`src/rtl/mem_arb_pkg.sv`:
```
// Shared types and constants for the memory request arbiter.
// Holds the FSM state encoding, default bus widths and the load/store opcode values.
package mem_arb_pkg;

   typedef enum logic [1:0] {
      ST_IDLE = 2'd0,
      ST_BUSY = 2'd1,
      ST_GAP  = 2'd2
   } arb_state_t;

   localparam int ADDR_W_DEF = 32;
   localparam int DATA_W_DEF = 32;

   localparam logic OP_LOAD  = 1'b0;
   localparam logic OP_STORE = 1'b1;

   function automatic int wrap_inc(input int v, input int n);
      return (v + 1 >= n) ? 0 : v + 1;
   endfunction

endpackage

```
`src/rtl/rr_arbiter.sv`:
```
// Round-robin pick: first set request at or above ptr, wrapping; one-hot grant plus index.
// Purely combinational, no backpressure of its own.
module rr_arbiter #(
   parameter int NUM_REQ = 2,
   parameter int PTR_W   = 1
) (
   input  logic [NUM_REQ-1:0] req,
   input  logic [PTR_W-1:0]   ptr,
   output logic [NUM_REQ-1:0] gnt,
   output logic [PTR_W-1:0]   gnt_idx,
   output logic               gnt_any
);

   int               sum;
   logic [PTR_W-1:0] idx;

   always_comb begin
      gnt     = '0;
      gnt_idx = '0;
      gnt_any = 1'b0;
      sum     = 0;
      idx     = '0;
      for (int off = 0; off < NUM_REQ; off++) begin
         sum = int'(ptr) + off;
         if (sum >= NUM_REQ) begin
            sum = sum - NUM_REQ;
         end
         idx = PTR_W'(sum);
         if (!gnt_any && req[idx]) begin
            gnt[idx] = 1'b1;
            gnt_idx  = idx;
            gnt_any  = 1'b1;
         end
      end
   end

endmodule

```
`src/rtl/mem_req_arbiter.sv`:
```
// Shares one memory subsystem port between NUM_REQ requesters, round-robin, one op in flight.
// Accept at t, MEM_* from t+1, MEM_DONE at t+k -> response at t+k+1; ready only while idle, responses unthrottled.
module mem_req_arbiter
   import mem_arb_pkg::*;
#(
   parameter int NUM_REQ        = 2,
   parameter int ADDR_W         = ADDR_W_DEF,
   parameter int DATA_W         = DATA_W_DEF,
   parameter int TIMEOUT_CYCLES = 255
) (
   input  logic                      CLK,
   input  logic                      RST_N,
   input  logic [NUM_REQ-1:0]        REQ_VALID,
   output logic [NUM_REQ-1:0]        REQ_READY,
   input  logic [NUM_REQ-1:0]        REQ_STORE,
   input  logic [NUM_REQ*ADDR_W-1:0] REQ_ADDR,
   input  logic [NUM_REQ*DATA_W-1:0] REQ_WDATA,
   output logic [NUM_REQ-1:0]        RESP_VALID,
   output logic                      RESP_ERR,
   output logic [DATA_W-1:0]         RESP_RDATA,
   output logic                      MEM_LOAD,
   output logic                      MEM_STORE,
   output logic [ADDR_W-1:0]         MEM_ADDR,
   output logic [DATA_W-1:0]         MEM_WDATA,
   input  logic [DATA_W-1:0]         MEM_RDATA,
   input  logic                      MEM_DONE,
   output logic                      BUSY
);

   localparam int PTR_W = (NUM_REQ > 1) ? $clog2(NUM_REQ) : 1;
   localparam int CNT_W = (TIMEOUT_CYCLES > 0) ? $clog2(TIMEOUT_CYCLES + 1) : 1;
   localparam logic [CNT_W-1:0] CNT_MAX   = {CNT_W{1'b1}};
   localparam logic [CNT_W-1:0] CNT_LIMIT = CNT_W'(TIMEOUT_CYCLES);

   arb_state_t          state_q, state_d;
   logic [PTR_W-1:0]    ptr_q, ptr_d;
   logic [PTR_W-1:0]    owner_q, owner_d;
   logic                store_q, store_d;
   logic [ADDR_W-1:0]   addr_q, addr_d;
   logic [DATA_W-1:0]   wdata_q, wdata_d;
   logic [CNT_W-1:0]    cnt_q, cnt_d, cnt_inc;
   logic [NUM_REQ-1:0]  resp_vld_q, resp_vld_d;
   logic                resp_err_q, resp_err_d;
   logic [DATA_W-1:0]   resp_rdata_q, resp_rdata_d;

   logic [NUM_REQ-1:0]  gnt;
   logic [PTR_W-1:0]    gnt_idx;
   logic                gnt_any;
   logic                sel_store;
   logic [ADDR_W-1:0]   sel_addr;
   logic [DATA_W-1:0]   sel_wdata;
   logic                timeout_hit;

   rr_arbiter #(
      .NUM_REQ (NUM_REQ),
      .PTR_W   (PTR_W)
   ) u_rr (
      .req     (REQ_VALID),
      .ptr     (ptr_q),
      .gnt     (gnt),
      .gnt_idx (gnt_idx),
      .gnt_any (gnt_any)
   );

   // Grant is one-hot, so OR-ing the masked lanes yields the winner's fields.
   always_comb begin
      sel_store = 1'b0;
      sel_addr  = '0;
      sel_wdata = '0;
      for (int i = 0; i < NUM_REQ; i++) begin
         if (gnt[i]) begin
            sel_store = sel_store | REQ_STORE[i];
            sel_addr  = sel_addr  | REQ_ADDR[i*ADDR_W +: ADDR_W];
            sel_wdata = sel_wdata | REQ_WDATA[i*DATA_W +: DATA_W];
         end
      end
   end

   assign cnt_inc     = (cnt_q == CNT_MAX) ? cnt_q : cnt_q + CNT_W'(1);
   assign timeout_hit = (TIMEOUT_CYCLES != 0) && (cnt_inc == CNT_LIMIT);

   always_comb begin
      state_d      = state_q;
      ptr_d        = ptr_q;
      owner_d      = owner_q;
      store_d      = store_q;
      addr_d       = addr_q;
      wdata_d      = wdata_q;
      cnt_d        = cnt_q;
      resp_vld_d   = '0;
      resp_err_d   = 1'b0;
      resp_rdata_d = '0;
      REQ_READY    = '0;
      MEM_LOAD     = 1'b0;
      MEM_STORE    = 1'b0;

      case (state_q)
         ST_IDLE: begin
            if (RST_N && gnt_any) begin
               REQ_READY = gnt;
               owner_d   = gnt_idx;
               store_d   = sel_store;
               addr_d    = sel_addr;
               wdata_d   = sel_wdata;
               ptr_d     = PTR_W'(wrap_inc(int'(gnt_idx), NUM_REQ));
               state_d   = ST_BUSY;
            end
         end
         ST_BUSY: begin
            MEM_LOAD  = (store_q == OP_LOAD);
            MEM_STORE = (store_q == OP_STORE);
            cnt_d     = cnt_inc;
            // Completion takes priority over a timeout landing on the same cycle.
            if (MEM_DONE) begin
               resp_vld_d[owner_q] = 1'b1;
               resp_rdata_d        = (store_q == OP_LOAD) ? MEM_RDATA : '0;
               state_d             = ST_GAP;
            end else if (timeout_hit) begin
               resp_vld_d[owner_q] = 1'b1;
               resp_err_d          = 1'b1;
               state_d             = ST_GAP;
            end
         end
         ST_GAP: begin
            cnt_d   = '0;
            state_d = ST_IDLE;
         end
         default: begin
            state_d = ST_IDLE;
         end
      endcase
   end

   always_ff @(posedge CLK) begin
      if (!RST_N) begin
         state_q      <= ST_IDLE;
         ptr_q        <= '0;
         owner_q      <= '0;
         store_q      <= 1'b0;
         addr_q       <= '0;
         wdata_q      <= '0;
         cnt_q        <= '0;
         resp_vld_q   <= '0;
         resp_err_q   <= 1'b0;
         resp_rdata_q <= '0;
      end else begin
         state_q      <= state_d;
         ptr_q        <= ptr_d;
         owner_q      <= owner_d;
         store_q      <= store_d;
         addr_q       <= addr_d;
         wdata_q      <= wdata_d;
         cnt_q        <= cnt_d;
         resp_vld_q   <= resp_vld_d;
         resp_err_q   <= resp_err_d;
         resp_rdata_q <= resp_rdata_d;
      end
   end

   assign RESP_VALID = resp_vld_q;
   assign RESP_ERR   = resp_err_q;
   assign RESP_RDATA = resp_rdata_q;
   assign MEM_ADDR   = addr_q;
   assign MEM_WDATA  = wdata_q;
   assign BUSY       = (state_q != ST_IDLE);

endmodule

```
`config.mk`:
```
export PLATFORM = sky130hd
export DESIGN_NAME = mem_req_arbiter
export DESIGN_NICKNAME = d
export VERILOG_FILES = /design/src/rtl/mem_arb_pkg.sv /design/src/rtl/rr_arbiter.sv /design/src/rtl/mem_req_arbiter.sv
export SDC_FILE = /design/constraint.sdc
export NUM_CORES = 1
export LEC_CHECK = 0
export CAP_MARGIN = 20
export CORE_MARGIN = 2
export CORE_UTILIZATION = 34
export DETAILED_ROUTE_END_ITERATION = 7
export PLACE_DENSITY = 0.77
export SYNTH_ARGS = -nofsm -noshare
export SYNTH_HDL_FRONTEND = slang
export SYNTH_HIERARCHICAL = 1
export SYNTH_SLANG_ARGS = --single-unit
```
`constraint.sdc`:
```
create_clock -name CLK -period 2 [get_ports CLK]
set_clock_uncertainty 0.2 [all_clocks]
set_input_delay 0.4 -clock CLK [delete_from_list [all_inputs] [get_ports CLK]]
set_output_delay 0.4 -clock CLK [all_outputs]
set_load 0.01 [all_outputs]
```
==> results.py <==
metrics = {
    "run_status": {
        "outcome": "complete, but fails checks",
        "violations": "negative setup slack",
    },
    "global_routing": {
        "grt_pass1_wl_um": 23490,
        "grt_max_degree": 70,
        "grt_pass1_vias": 4735,
        "grt_overflow_total": 0,
        "antenna_found_initial": 0,
        "gr-usage-all-layers": 0.2067,
    },
    "synthesis": {
        "synth_edf_count": 0,
        "yosys.area.top_type": "dfxtp_1",
        "synth_area_leaders": "dfxtp_1, a221oi_1, nor3b_1",
        "async_flop_share": 0,
        "netlist_top_cells_count": "dfxtp_1, nor3b_1, nor2_1",
        "ys.warnings.count": 6,
        "ys.flop_type": "dfxtp_1",
        "yosysMostFrequentCell": "dfxtp_1",
        "synth.ff_latch_count": 112,
        "netlist-cell-type-count": 44,
        "syn_nets": 647,
        "synth_area_um2": 4581,
        "syn_inst": 475,
        "synth-seq-area-share": 0.4895,
        "synth_area_per_cell_um2": 9.643,
        "synth_top_area_frac": 0.4895,
    },
    "timing": {
        "fin_crit_ns": 2.009,
        "final.setup.tns_ns": -0.009389,
        "rsz0062_at_grt": "true",
        "whs_ns": 0.2562,
        "min_period_over_period": 1.005,
        "fin_ws_ns": -0.009389,
        "max_freq_ghz": 0.4977,
        "setup_viol": 1,
        "worst_pin_slew_ns": 0.5729,
        "hold_violations": 0,
        "slew_headroom": 0.6180,
        "maxSlewViolCount": 0,
    },
    "final_layout": {
        "area_growth_pct": 74.92,
        "antenna_cells": 0,
        "drive_above_1_share": 0.1083,
        "fin_area_um2": 8013,
        "fillers": 1088,
        "layout.nets": 915,
        "finish.utilization": 0.6075,
    },
    "hold_path": {
        "hold_path_depth": 1,
        "hold_path.class": "register to register",
        "hp-start": "owner_q$_SDFFE_PN0P_",
        "holdPathEnd": "RESP_VALID[0]$_SDFF_PN0_",
    },
    "cts": {
        "clkTransAtPathRegs_ns": 0.07,
        "cts_sinks": 112,
        "cts_root_buffer": "clkbuf_16",
        "cts_max_level": 3,
        "worst_skew_pair.late_latency_ns": 0.34,
        "cts_hold_buf": 0,
        "cts_tree": "built",
        "clockBufferDepth": 2,
        "numCtsBuffers": 9,
    },
    "critical_path": {
        "startpoint_type": "register",
        "reg2reg_slack_ns": -0.009,
        "critPathArrivalTime_ns": 2.07,
        "path_max_fanout": 8,
        "critPathBufInv": 0,
        "critPathTopFamily": "compound AO/OA/AOI/OAI gates",
        "worstRegToRegCells": 6,
        "worstSetupPathType": "register to register",
        "worstReg2RegStart": "cnt_q[0]$_SDFFE_PN0P_",
        "slowest_stage": "dfxtp_4",
        "rr_endpoint": "state_q[0]$_SDFFE_PN0P_",
        "path_cells": "ha_4 -> and4bb_1 -> a32o_1 -> or2_1 -> a211o_1 -> a221oi_2",
        "endpoint_kind": "register",
        "slowest_delay_ns": 0.36,
        "worst_ep_required_time_ns": 2.06,
    },
    "floorplan": {
        "die-height_um": 120.1,
        "coreArea_um2": 13190,
        "die_area_um2": 14420,
        "ios": 271,
        "rows": 42,
        "start_util": 0.3473,
        "fp.dieW_um": 120.1,
    },
    "pwr": {
        "combinationalPowerShare": 0.348,
        "pwr-share-seq": 0.385,
        "irDropWorstVdd_mv": 0.5147,
        "p_leak_nw": 3.009,
        "p_clk_frac": 0.267,
        "powerDensity_nw_per_um2": 876.2,
        "power.switching_mw": 2.106,
        "p_int_mw": 4.914,
        "p_sw_frac": 0.3000,
    },
    "routing": {
        "drtIter0Drc": 271,
        "drc": 0,
        "postRouteAntennaNets": 0,
        "finalWirelength_um": 15290,
        "firstDrtPassIters": 7,
        "wl_met2_um": 7741,
        "wl_met3_um": 1169,
        "vias": 4715,
        "routed.top_layer": "met4",
        "wl_per_cell_um": 16.55,
        "vias_per_cell": 5.103,
        "wl_met1_um": 5979,
    },
    "placement": {
        "io_buffers": 270,
        "dpl_cell_area_um2": 7659,
        "gp_congestion": 0.9107,
        "dp_slack_ns": -0.6457,
        "dp_hpwl_um": 11490,
    },
    "flow_run": {
        "maxCapViolations": 0,
    },
}
## flip-flops by register name, indices dropped and copies added, names as in the netlist
name / count
state_q: 2
RESP_ERR: 1
RESP_RDATA: 32
ptr_q: 1
owner_q: 1
store_q: 1
MEM_WDATA: 32
MEM_ADDR: 32
cnt_q: 8
RESP_VALID: 2
## cells in the final DEF (no fill, tap or decap), types with 5 or more instances in the layout
cell,instances
buf_4,23
and2_1,35
buf_12,5
nor2_1,67
dfxtp_1,108
nor3b_1,66
a221oi_1,65
nand2_1,11
clkdlybuf4s50_1,262
clkbuf_16,9
## area by class of cell
class / count / area [µm²] / share of cell area
Sequential cell: 112 / 2252 / 0.2811
Clock inverter: 6 / 75.07 / 0.009369
Tap cell: 176 / 220.2 / 0.02748
Clock buffer: 10 / 239.0 / 0.02983
Timing Repair Buffer: 300 / 2973 / 0.3710
Multi-Input combinational cell: 314 / 2231 / 0.2784
Inverter: 6 / 22.52 / 0.002811
## power by group through the flow
stage / sequential (mW) / combinational (mW) / clock [mW]
2_1_floorplan: 2.87 / 0.951 / 0
3_3_place_gp: 2.73 / 2.35 / 0
3_5_place_dp: 2.75 / 2.42 / 0
4_1_cts: 2.70 / 2.43 / 1.93
5_1_grt: 2.74 / 2.65 / 2.02
6_report: 2.70 / 2.44 / 1.88
## how the worst max path moves through the flow
stage | startpoint | endpoint | slack [ns] | cells after the start
2_1_floorplan | cnt_q[0]$_SDFFE_PN0P_ | state_q[0]$_SDFFE_PN0P_ | 0.01 | 7
3_3_place_gp | REQ_VALID[0] | REQ_READY[0] | -0.64 | 5
3_5_place_dp | REQ_VALID[0] | REQ_READY[0] | -0.65 | 5
4_1_cts | cnt_q[0]$_SDFFE_PN0P_ | state_q[0]$_SDFFE_PN0P_ | -0.01 | 6
5_1_grt | cnt_q[0]$_SDFFE_PN0P_ | state_q[0]$_SDFFE_PN0P_ | -0.10 | 6
6_report | cnt_q[0]$_SDFFE_PN0P_ | state_q[0]$_SDFFE_PN0P_ | -0.009 | 6
## per-stage QoR
stage	power (mW)	cells
2_1_floorplan	3.824	475
3_3_place_gp	5.082	906
3_5_place_dp	5.168	906
4_1_cts	7.065	924
5_1_grt	7.409	924
6_report	7.020	924
## logic make-up after synthesis
kind of cell               Yosys count  synth area share
and+or+nand+nor                    208            0.2636
DFF                                112            0.4895
AOI/OAI and AO/OA                   98            0.1822
buffers and inverters               49           0.04452
adders and majority gates            6           0.01584
muxes                                2          0.004371
## layer usage
layer  vias up  global-route usage
li1       2263                   -
met1      2223              0.2300
met2       197              0.3672
met3        32             0.06179
met4         0             0.08235
met5         -                   0
## timing repair
item	CTS	global route
setup buffers	2	0
pin swaps	8	3
setup endpoints to repair	46	28
resized for setup	26	12
(Power assumes the default switching activity.)
